==> src/rtl/fft_frame_packer.sv <==
// Packs a sparse selected-sample stream into fixed-length FFT frames on an AXI-Stream master.
// Frames are admitted whole or dropped whole, so tlast alignment survives downstream stalls.
module fft_frame_packer #(
  parameter int DATA_W     = 16,
  parameter int FFT_LEN    = 16,
  parameter int FIFO_DEPTH = 32,
  parameter int CNT_W      = 16
) (
  input  logic              i_clk,
  input  logic              i_reset,
  input  logic              i_valid,
  input  logic [DATA_W-1:0] i_data,
  output logic [DATA_W-1:0] o_tdata,
  output logic              o_tvalid,
  input  logic              i_tready,
  output logic              o_tlast,
  output logic [CNT_W-1:0]  o_frames_dropped,
  output logic              o_overflow
);

  localparam int IDX_W = $clog2(FFT_LEN);
  localparam int PTR_W = $clog2(FIFO_DEPTH);
  localparam logic [IDX_W-1:0] LAST_IDX  = IDX_W'(FFT_LEN - 1);
  localparam logic [PTR_W:0]   DEPTH_C   = (PTR_W + 1)'(FIFO_DEPTH);
  localparam logic [PTR_W:0]   FRAME_C   = (PTR_W + 1)'(FFT_LEN);
  localparam logic [CNT_W-1:0] CNT_MAX   = {CNT_W{1'b1}};

  if (FFT_LEN < 4 || FFT_LEN > 4096 || (FFT_LEN & (FFT_LEN - 1)) != 0) begin : g_len_chk
    $error("FFT_LEN must be a power of two in 4..4096");
  end
  if (FIFO_DEPTH < FFT_LEN || (FIFO_DEPTH & (FIFO_DEPTH - 1)) != 0) begin : g_depth_chk
    $error("FIFO_DEPTH must be a power of two and >= FFT_LEN");
  end

  typedef enum logic [1:0] {ADMIT_CHECK, ACCEPT, DROP} state_t;

  state_t             state_q, state_d;
  logic [IDX_W-1:0]   idx_q, idx_d;
  logic [PTR_W-1:0]   wr_ptr_q, wr_ptr_d;
  logic [PTR_W-1:0]   rd_ptr_q, rd_ptr_d;
  logic [PTR_W:0]     count_q, count_d;
  logic [CNT_W-1:0]   dropped_q, dropped_d;
  logic               overflow_q, overflow_d;
  logic [DATA_W:0]    mem_q [FIFO_DEPTH];

  logic               push;
  logic               pop;
  logic               last_sample;
  logic               room;
  logic [DATA_W:0]    head;

  // Admission uses the registered occupancy only; a same-cycle pop does not make room.
  always_comb begin
    state_d     = state_q;
    idx_d       = idx_q;
    dropped_d   = dropped_q;
    overflow_d  = overflow_q;
    push        = 1'b0;
    pop         = (count_q != '0) && i_tready;
    last_sample = (idx_q == LAST_IDX);
    room        = (DEPTH_C - count_q) >= FRAME_C;

    if (i_valid) begin
      idx_d = idx_q + IDX_W'(1);
      case (state_q)
        ADMIT_CHECK: begin
          if (room) begin
            push    = 1'b1;
            state_d = ACCEPT;
          end else begin
            if (dropped_q != CNT_MAX) dropped_d = dropped_q + CNT_W'(1);
            overflow_d = 1'b1;
            state_d    = DROP;
          end
        end
        ACCEPT: begin
          push = 1'b1;
          if (last_sample) state_d = ADMIT_CHECK;
        end
        DROP: begin
          if (last_sample) state_d = ADMIT_CHECK;
        end
        default: state_d = ADMIT_CHECK;
      endcase
    end

    wr_ptr_d = wr_ptr_q + PTR_W'(push);
    rd_ptr_d = rd_ptr_q + PTR_W'(pop);
    case ({push, pop})
      2'b10:   count_d = count_q + (PTR_W + 1)'(1);
      2'b01:   count_d = count_q - (PTR_W + 1)'(1);
      default: count_d = count_q;
    endcase
  end

  always_ff @(posedge i_clk or posedge i_reset) begin
    if (i_reset) begin
      state_q    <= ADMIT_CHECK;
      idx_q      <= '0;
      wr_ptr_q   <= '0;
      rd_ptr_q   <= '0;
      count_q    <= '0;
      dropped_q  <= '0;
      overflow_q <= 1'b0;
    end else begin
      state_q    <= state_d;
      idx_q      <= idx_d;
      wr_ptr_q   <= wr_ptr_d;
      rd_ptr_q   <= rd_ptr_d;
      count_q    <= count_d;
      dropped_q  <= dropped_d;
      overflow_q <= overflow_d;
    end
  end

  // Storage carries no reset; validity is tracked entirely by the pointers and count.
  always_ff @(posedge i_clk) begin
    if (push) mem_q[wr_ptr_q] <= {last_sample, i_data};
  end

  assign head             = mem_q[rd_ptr_q];
  assign o_tvalid         = (count_q != '0);
  assign o_tdata          = o_tvalid ? head[DATA_W-1:0] : '0;
  assign o_tlast          = o_tvalid & head[DATA_W];
  assign o_frames_dropped = dropped_q;
  assign o_overflow       = overflow_q;

  a_no_full_write: assert property (@(posedge i_clk) disable iff (i_reset)
    !(push && count_q == DEPTH_C));

endmodule
==> config.mk <==
export PLATFORM = sky130hd
export DESIGN_NAME = fft_frame_packer
export DESIGN_NICKNAME = d
export VERILOG_FILES = /design/src/rtl/fft_frame_packer.sv
export SDC_FILE = /design/constraint.sdc
export NUM_CORES = 1
export LEC_CHECK = 0
export CORE_MARGIN = 10
export CORE_UTILIZATION = 55
export CTS_CLUSTER_SIZE = 8
export DETAILED_ROUTE_END_ITERATION = 10
export PLACE_DENSITY = 0.72
export REMOVE_ABC_BUFFERS = 1
export SLEW_MARGIN = 20
export SYNTH_ARGS = -nofsm -noshare
export SYNTH_HDL_FRONTEND = slang
export SYNTH_SLANG_ARGS = --single-unit
==> constraint.sdc <==
create_clock -name i_clk -period 4 [get_ports i_clk]
set_input_delay 1 -clock i_clk [delete_from_list [all_inputs] [get_ports i_clk]]
set_output_delay 1 -clock i_clk [all_outputs]
set_load 0.005 [all_outputs]
# After elaboration in Yosys (flattened, before gate mapping)
# Memory sizes are Yosys's and may differ from the RTL's.
# Cells that the tools add are included.
[word_totals]
ff_bits = 39
ramBits = 544
inputBits = 20
wordCells = 43
n_memories = 1
[op_classes]
addsub = 7
order_cmp = 1
n_eq_ne = 7
n_mux = 10
bitwise_logic = 2
n_reduce_logical = 8
[mem_list]
columns = ["memory", "words", "width", "rd", "rd_ports_with_merged_regs", "wr", "line", "source"]
rows = [
  ["mem_q", 32, 17, 1, 0, 1, "44", "logic [DATA_W:0] mem_q [FIFO_DEPTH];"],
]
[ops]
columns = ["op", "count"]
rows = [
  ["adder 16 x 1 -> 16 bit (second input constant)", 1],
  ["2-to-1 mux 16 bit", 1],
  ["inequality test 16 bit (second input constant)", 1],
  ["case mux 6 bit (2 select lines)", 1],
  ["adder 5 x 1 -> 5 bit", 2],
  ["adder 6 x 1 -> 6 bit (second input constant)", 1],
  ["greater-or-equal comparator 6 x 5 -> 1 bit (second input constant)", 1],
  ["nonzero test 6 bit", 1],
  ["subtractor 6 x 1 -> 6 bit (second input constant)", 1],
  ["subtractor 6 bit (first input constant)", 1],
  ["adder 4 x 1 -> 4 bit (second input constant)", 1],
  ["equality test 2 x 1 -> 1 bit (second input constant)", 2],
  ["equality test 2 bit (second input constant)", 2],
  ["equality test 4 bit (second input constant)", 1],
  ["2-to-1 mux 1 bit", 4],
  ["2-to-1 mux 2 bit", 2],
  ["case mux 2 bit (2 select lines)", 1],
  ["AND reduction 4 bit", 1],
  ["AND reduction 3 bit", 1],
  ["logical NOT 2 bit", 1],
  ["inequality test 2 x 1 -> 1 bit (second input constant)", 1],
  ["case mux 1 bit (2 select lines)", 1],
  ["AND reduction 2 bit", 1],
  ["nonzero test 2 bit", 1],
  ["other kinds (4)", 4],
]

# Depth between registers and ports, before layout
[depth]
ltp_word = 7
ltp_mapped = 14

# Worst setup path after synthesis
# No wires, ideal clock.
[synth_path]
path_kind = "reg-to-reg"
from = "register count_q[0]"
to = "memory mem_q[25][0] (netlist bit) (enable)"
arrival_ps = 3208
setup_slack_ps = 351
path_stages_with_launch = 6
n_path_buf = 1
period_less_slack_ps = 3649
cell_sequence = "dfrtp_1 buf_2 o41a_1 a221oi_2 nor2_1 nor4b_1"
[synth_via]
elab_chain_len = 7
[synth_lines]
columns = ["element", "line", "source"]
rows = [
  ["start, declared", "41", "logic [PTR_W:0] count_q, count_d;"],
  ["start signal, assigned", "110", "count_q <= count_d;"],
  ["subtractor 6 bit", "61", "room = (DEPTH_C - count_q) >= FRAME_C;"],
  ["greater-or-equal comparator 6 x 5 -> 1 bit", "61", ""],
  ["2-to-1 mux 1 bit", "67", "if (room) begin"],
  ["case mux 1 bit (2 select lines)", "65", "case (state_q)"],
  ["2-to-1 mux 1 bit", "63", "if (i_valid) begin"],
  ["2-to-1 mux 1 bit", "118", "if (push) mem_q[wr_ptr_q] <= {last_sample, i_data};"],
  ["2-to-1 mux 1 bit (implied by the code)", "118", ""],
  ["end, declared", "44", ""],
]
# No other way between the ends.

# Worst setup path after layout
[layout_path]
from = "register rd_ptr_q[0]"
to = "output o_tdata[13]"
[layout_via]
elab_chain_len = 2
[layout_lines]
columns = ["element", "line", "source"]
rows = [
  ["start, declared", "40", "logic [PTR_W-1:0] rd_ptr_q, rd_ptr_d;"],
  ["start signal, assigned", "109", "rd_ptr_q <= rd_ptr_d;"],
  ["memory (32 x 17 bit)", "-", ""],
  ["2-to-1 mux 16 bit", "123", "assign o_tdata = o_tvalid ? head[DATA_W-1:0] : '0;"],
  ["end, declared", "13", "output logic [DATA_W-1:0] o_tdata,"],
]
# No other way between the ends.

==> summary.md <==
| Metric | Value |
|---|---|
| Status | finished clean |
| # rows | 74 |
| Cells after Synth | 1,214 |
| Cell variety after synth | 46 |
| Final hold vios | 0 |
| H-tree lvl count | 3 |
| Register area share after synthesis | 0.7525 |
| R2R depth | 11 |
| IO Count | 55 |
| Number of global-route vias before repair | 12,680 |
| Net Sw Power | 0.005961 W |
| Worst Path Arrival | 2.93 ns |
| Starting Density | 0.5596 |
| Die area | 50,410 µm² |
| Worst r2r src | count_q[3]$_DFFE_PP0P_ |
| Core Region | 41,110 µm² |
| Top delay family on crit path | buffers and inverters |
| WL per Instance | 28.81 µm |
| Slowest cell on crit path | mux4_2 |
| Slew headroom | 0.2586 |
| Reg2reg setup slack | 0.64 ns |
| Minimum clock period | 3.934 ns |
| Worst Path Buf+Inv | 2 |
| Crit Path Max Fanout | 27 |
| Final Hold Slack | 0.4640 ns |
| Final #Nets | 1,405 |
| Clock Latency Late Sink | 0.61 ns |
| Fmax | 254.2 MHz |
| Sink Count | 583 |
| Fin area | 27,300 µm² |
| Kind of critical path | flip-flop to output pin |
| Critical Path RT | 3.00 ns |
| Vias | 12,560 |
| Endpoint type of the worst setup path | output pin |
| Register bit total from synthesis | 583 |
| Clk network pwr share | 0.319 |
| Final worst slack | 0.06617 ns |
| Gate power share | 0.299 |
| Overflow after GRT | 0 |
| Via density | 6.472 |
| Total GRT Usage | 0.2222 |
| Reg power frac | 0.381 |
| Hold/Removal Path Class | flip-flop to flip-flop |
| Area Growth Syn to Fin | 18.69% |
| Setup Viol. Count Final | 0 |
| Switching Share | 0.3060 |
| Max-slew violation count | 0 |
| Worst setup SP type | flip-flop |
| FF-to-FF End | count_q[4]$_DFFE_PP0P_ |
| Chip Height | 224.5 µm |
| Initial DRC Count | 1,416 |
| Mapped Area | 23,010 µm² |
| Clk pin slew, worst setup/hold paths | 0.05 ns |
| Worst hold endpoint | o_overflow$_DFFE_PP0P_ |
| Initial antenna violation count | 0 |
| Post-DRT Antenna Nets | 0 |
| CTS root buf | clkbuf_16 |
| DRC | 0 |
| Die X | 224.5 µm |
| Post-synth top area cell | edfxtp_1 |
| CTS Buf Count | 82 |
| Pre-CTS setup slack | 0.5356 ns |
| Dpl cell area | 24,880 µm² |
| Hpwl dp | 31,930 µm |
| Hold path cells | 1 |
| Most used DFF post-synth | edfxtp_1 |
| Setup Skew | 0.02000 ns |
| Ratio of cells with drive above 1 in the final layout | 0.2264 |
| Clock buffer depth | 3 |
| Antenna cells | 0 |
| Routability-driven placement congestion ratio | 0.8096 |
| First-pass GRT wire length | 82,410 µm |
| IO Port Bufs | 54 |
| CP peak stage delay | 0.56 ns |
| First-pass detailed-route iteration total | 5 |
| Post-synth EDFFs | 544 |
| Synth Warn # | 0 |
| Max rail drop VDD | 0.6241 mV |
| Largest cells by area after synthesis | edfxtp_1 71%, mux4_2 6.6%, mux2i_1 6.0%, dfrtp_1 4.2%, a22oi_1 2.3% |
| Final core utilization | 0.6642 |
| Actual slew at the worst max-slew pin | 1.109 ns |
| TritonCTS clock tree | built |
| RSZ-0062 raised after global routing | no |
| Power Internal | 0.01352 W |
| CP cell instances | buf_12 > mux4_2 > o211ai_1 > nand4_1 > clkdlybuf4s50_1 |
| Largest net degree at the start of global routing | 44 |
| Period utilisation layout | 0.9835 |
| Synth top area share | 0.7101 |
| Final wirelength | 55,930 µm |
| Max cap viols | 0 |
| Async S/R FF share, synth | 0.06690 |
| Power per standard cell area | 713.5 nW/µm² |
| Synth Area per Inst | 18.95 µm² |
| Min-delay src | o_overflow$_DFFE_PP0P_ |
| P_leak | 9.316 nW |
[registers in the layout, indices dropped and copies added, names as in the netlist]
signal,cells
count_q,6
idx_q,4
mem_q,544
o_frames_dropped,16
o_overflow,1
rd_ptr_q,5
state_q,2
wr_ptr_q,5
[per-layer routing]
layer | GRT usage | part of all wire | up-vias
met1 | 0.3029 | 0.40 | 6475
met2 | 0.3416 | 0.47 | 672
li1 | - | - | 5300
met5 | 0 | 0 | -
met4 | 0.09432 | 0.032 | 0
met3 | 0.05062 | 0.092 | 115
[how the worst max path moves through the flow]
stage	end	depth (start not counted)	slack (ns)	start
final	o_tdata[13]	5	0.07	rd_ptr_q[0]$_DFF_PP0_
after global routing	o_tdata[15]	6	0.002	rd_ptr_q[0]$_DFF_PP0_
after CTS	o_tdata[13]	5	0.001	rd_ptr_q[2]$_DFF_PP0_
after detailed placement	o_tdata[8]	5	0.54	rd_ptr_q[0]$_DFF_PP0_
after global placement	o_tdata[8]	5	0.47	rd_ptr_q[0]$_DFF_PP0_
after floorplan	o_tdata[0]	3	-4.94	rd_ptr_q[0]$_DFF_PP0_
[power by group through the flow]
| stage | registers, W | logic, W | clock network [W] |
|---|---|---|---|
| 3_3_place_gp | 0.00751 | 0.00552 | 0 |
| 4_1_cts | 0.00742 | 0.00577 | 0.00629 |
| 2_1_floorplan | 0.00783 | 0.00275 | 0 |
| 5_1_grt | 0.00747 | 0.00619 | 0.00655 |
| 6_report | 0.00743 | 0.00583 | 0.00622 |
| 3_5_place_dp | 0.00754 | 0.00560 | 0 |
[worst register-to-register path, stage by stage, from the launching register on]
cell and delay, ns:
dfrtp_1 0.48, nor4_4 0.29, buf_4 0.22, a221oi_2 0.11, o21ai_4 0.67, ha_1 0.44
xor2_1 0.12, ha_1 0.23, and4b_1 0.18, a221oi_1 0.25, a21oi_1 0.13, xor2_1 0.15
[layout by cell type (no fill, tap or decap), types with 6 or more instances in the layout]
cell type	synthesis	routed
inv_1	10	9
buf_2	31	8
ha_1	11	11
clkdlybuf4s50_1	0	43
o211ai_1	67	67
clkbuf_1	36	30
clkbuf_16	0	86
mux4_2	67	67
xnor2_1	10	10
nand3_1	10	10
buf_12	0	8
nor3_2	0	30
buf_4	2	80
a211oi_1	9	8
nand4_1	22	22
buf_6	0	9
edfxtp_1	544	544
a22oi_1	70	70
xor2_1	22	22
mux2i_1	138	138
dfrtp_1	39	36
nand2_1	12	12
a21oi_1	9	6
[cell usage after synthesis (2+ instances only)]
library cell,count
a211oi_1,9
a21oi_1,9
a221oi_1,2
a22oi_1,70
and2_1,2
and3_1,3
and3b_1,2
and4_1,2
buf_1,10
buf_2,31
buf_4,2
clkbuf_1,36
dfrtp_1,39
edfxtp_1,544
ha_1,11
inv_1,10
mux2_2,3
mux2i_1,138
mux4_2,67
nand2_1,12
nand2b_1,5
nand3_1,10
nand3b_1,3
nand4_1,22
nand4b_1,2
nor2_1,5
nor2b_1,6
nor3_1,33
nor4_1,5
nor4b_1,3
o211ai_1,67
o21ai_0,5
or3b_2,3
xnor2_1,10
xor2_1,22
[timing repair]
action | 4_1_cts | 5_1_grt
setup endpoints to repair | 11 | 11
pin swaps | 1 | 2
resized for setup | 6 | 9
gates cloned | 1 | 2
hold buffers | 0 | 0
hold endpoints to repair | 0 | 0
setup buffers | 6 | 1
[cell type report]
type | count | area, µm²
Inverter | 11 | 41.29
Sequential cell | 583 | 17320
Clock inverter | 5 | 62.56
Clock buffer | 114 | 2215
Timing Repair Buffer | 155 | 1480
Tap cell | 532 | 665.6
Multi-Input combinational cell | 541 | 5520
Fill cell | 2689 | 13800
[kinds of logic after synthesis]
family / count (synthesis) / share of synthesized area
xor+xnor: 32 / 0.01218
simple gates: 122 / 0.03127
compound gates: 166 / 0.05313
flops: 583 / 0.7525
buf+inv: 90 / 0.01670
fa+ha+maj: 11 / 0.005982
mux: 210 / 0.1282
[through the flow]
| stage | cells | setup TNS (ns) | total power [W] |
|---|---|---|---|
| 6_report | 1941 | 0 | 0.01948 |
| 5_1_grt | 1941 | 0 | 0.02021 |
| 4_1_cts | 1938 | 0 | 0.01948 |
| 3_5_place_dp | 1812 | 0 | 0.01314 |
| 3_3_place_gp | 1812 | 0 | 0.01303 |
| 2_1_floorplan | 1135 | -103.38 | 0.01058 |
Power figures use the tool's default switching activity.
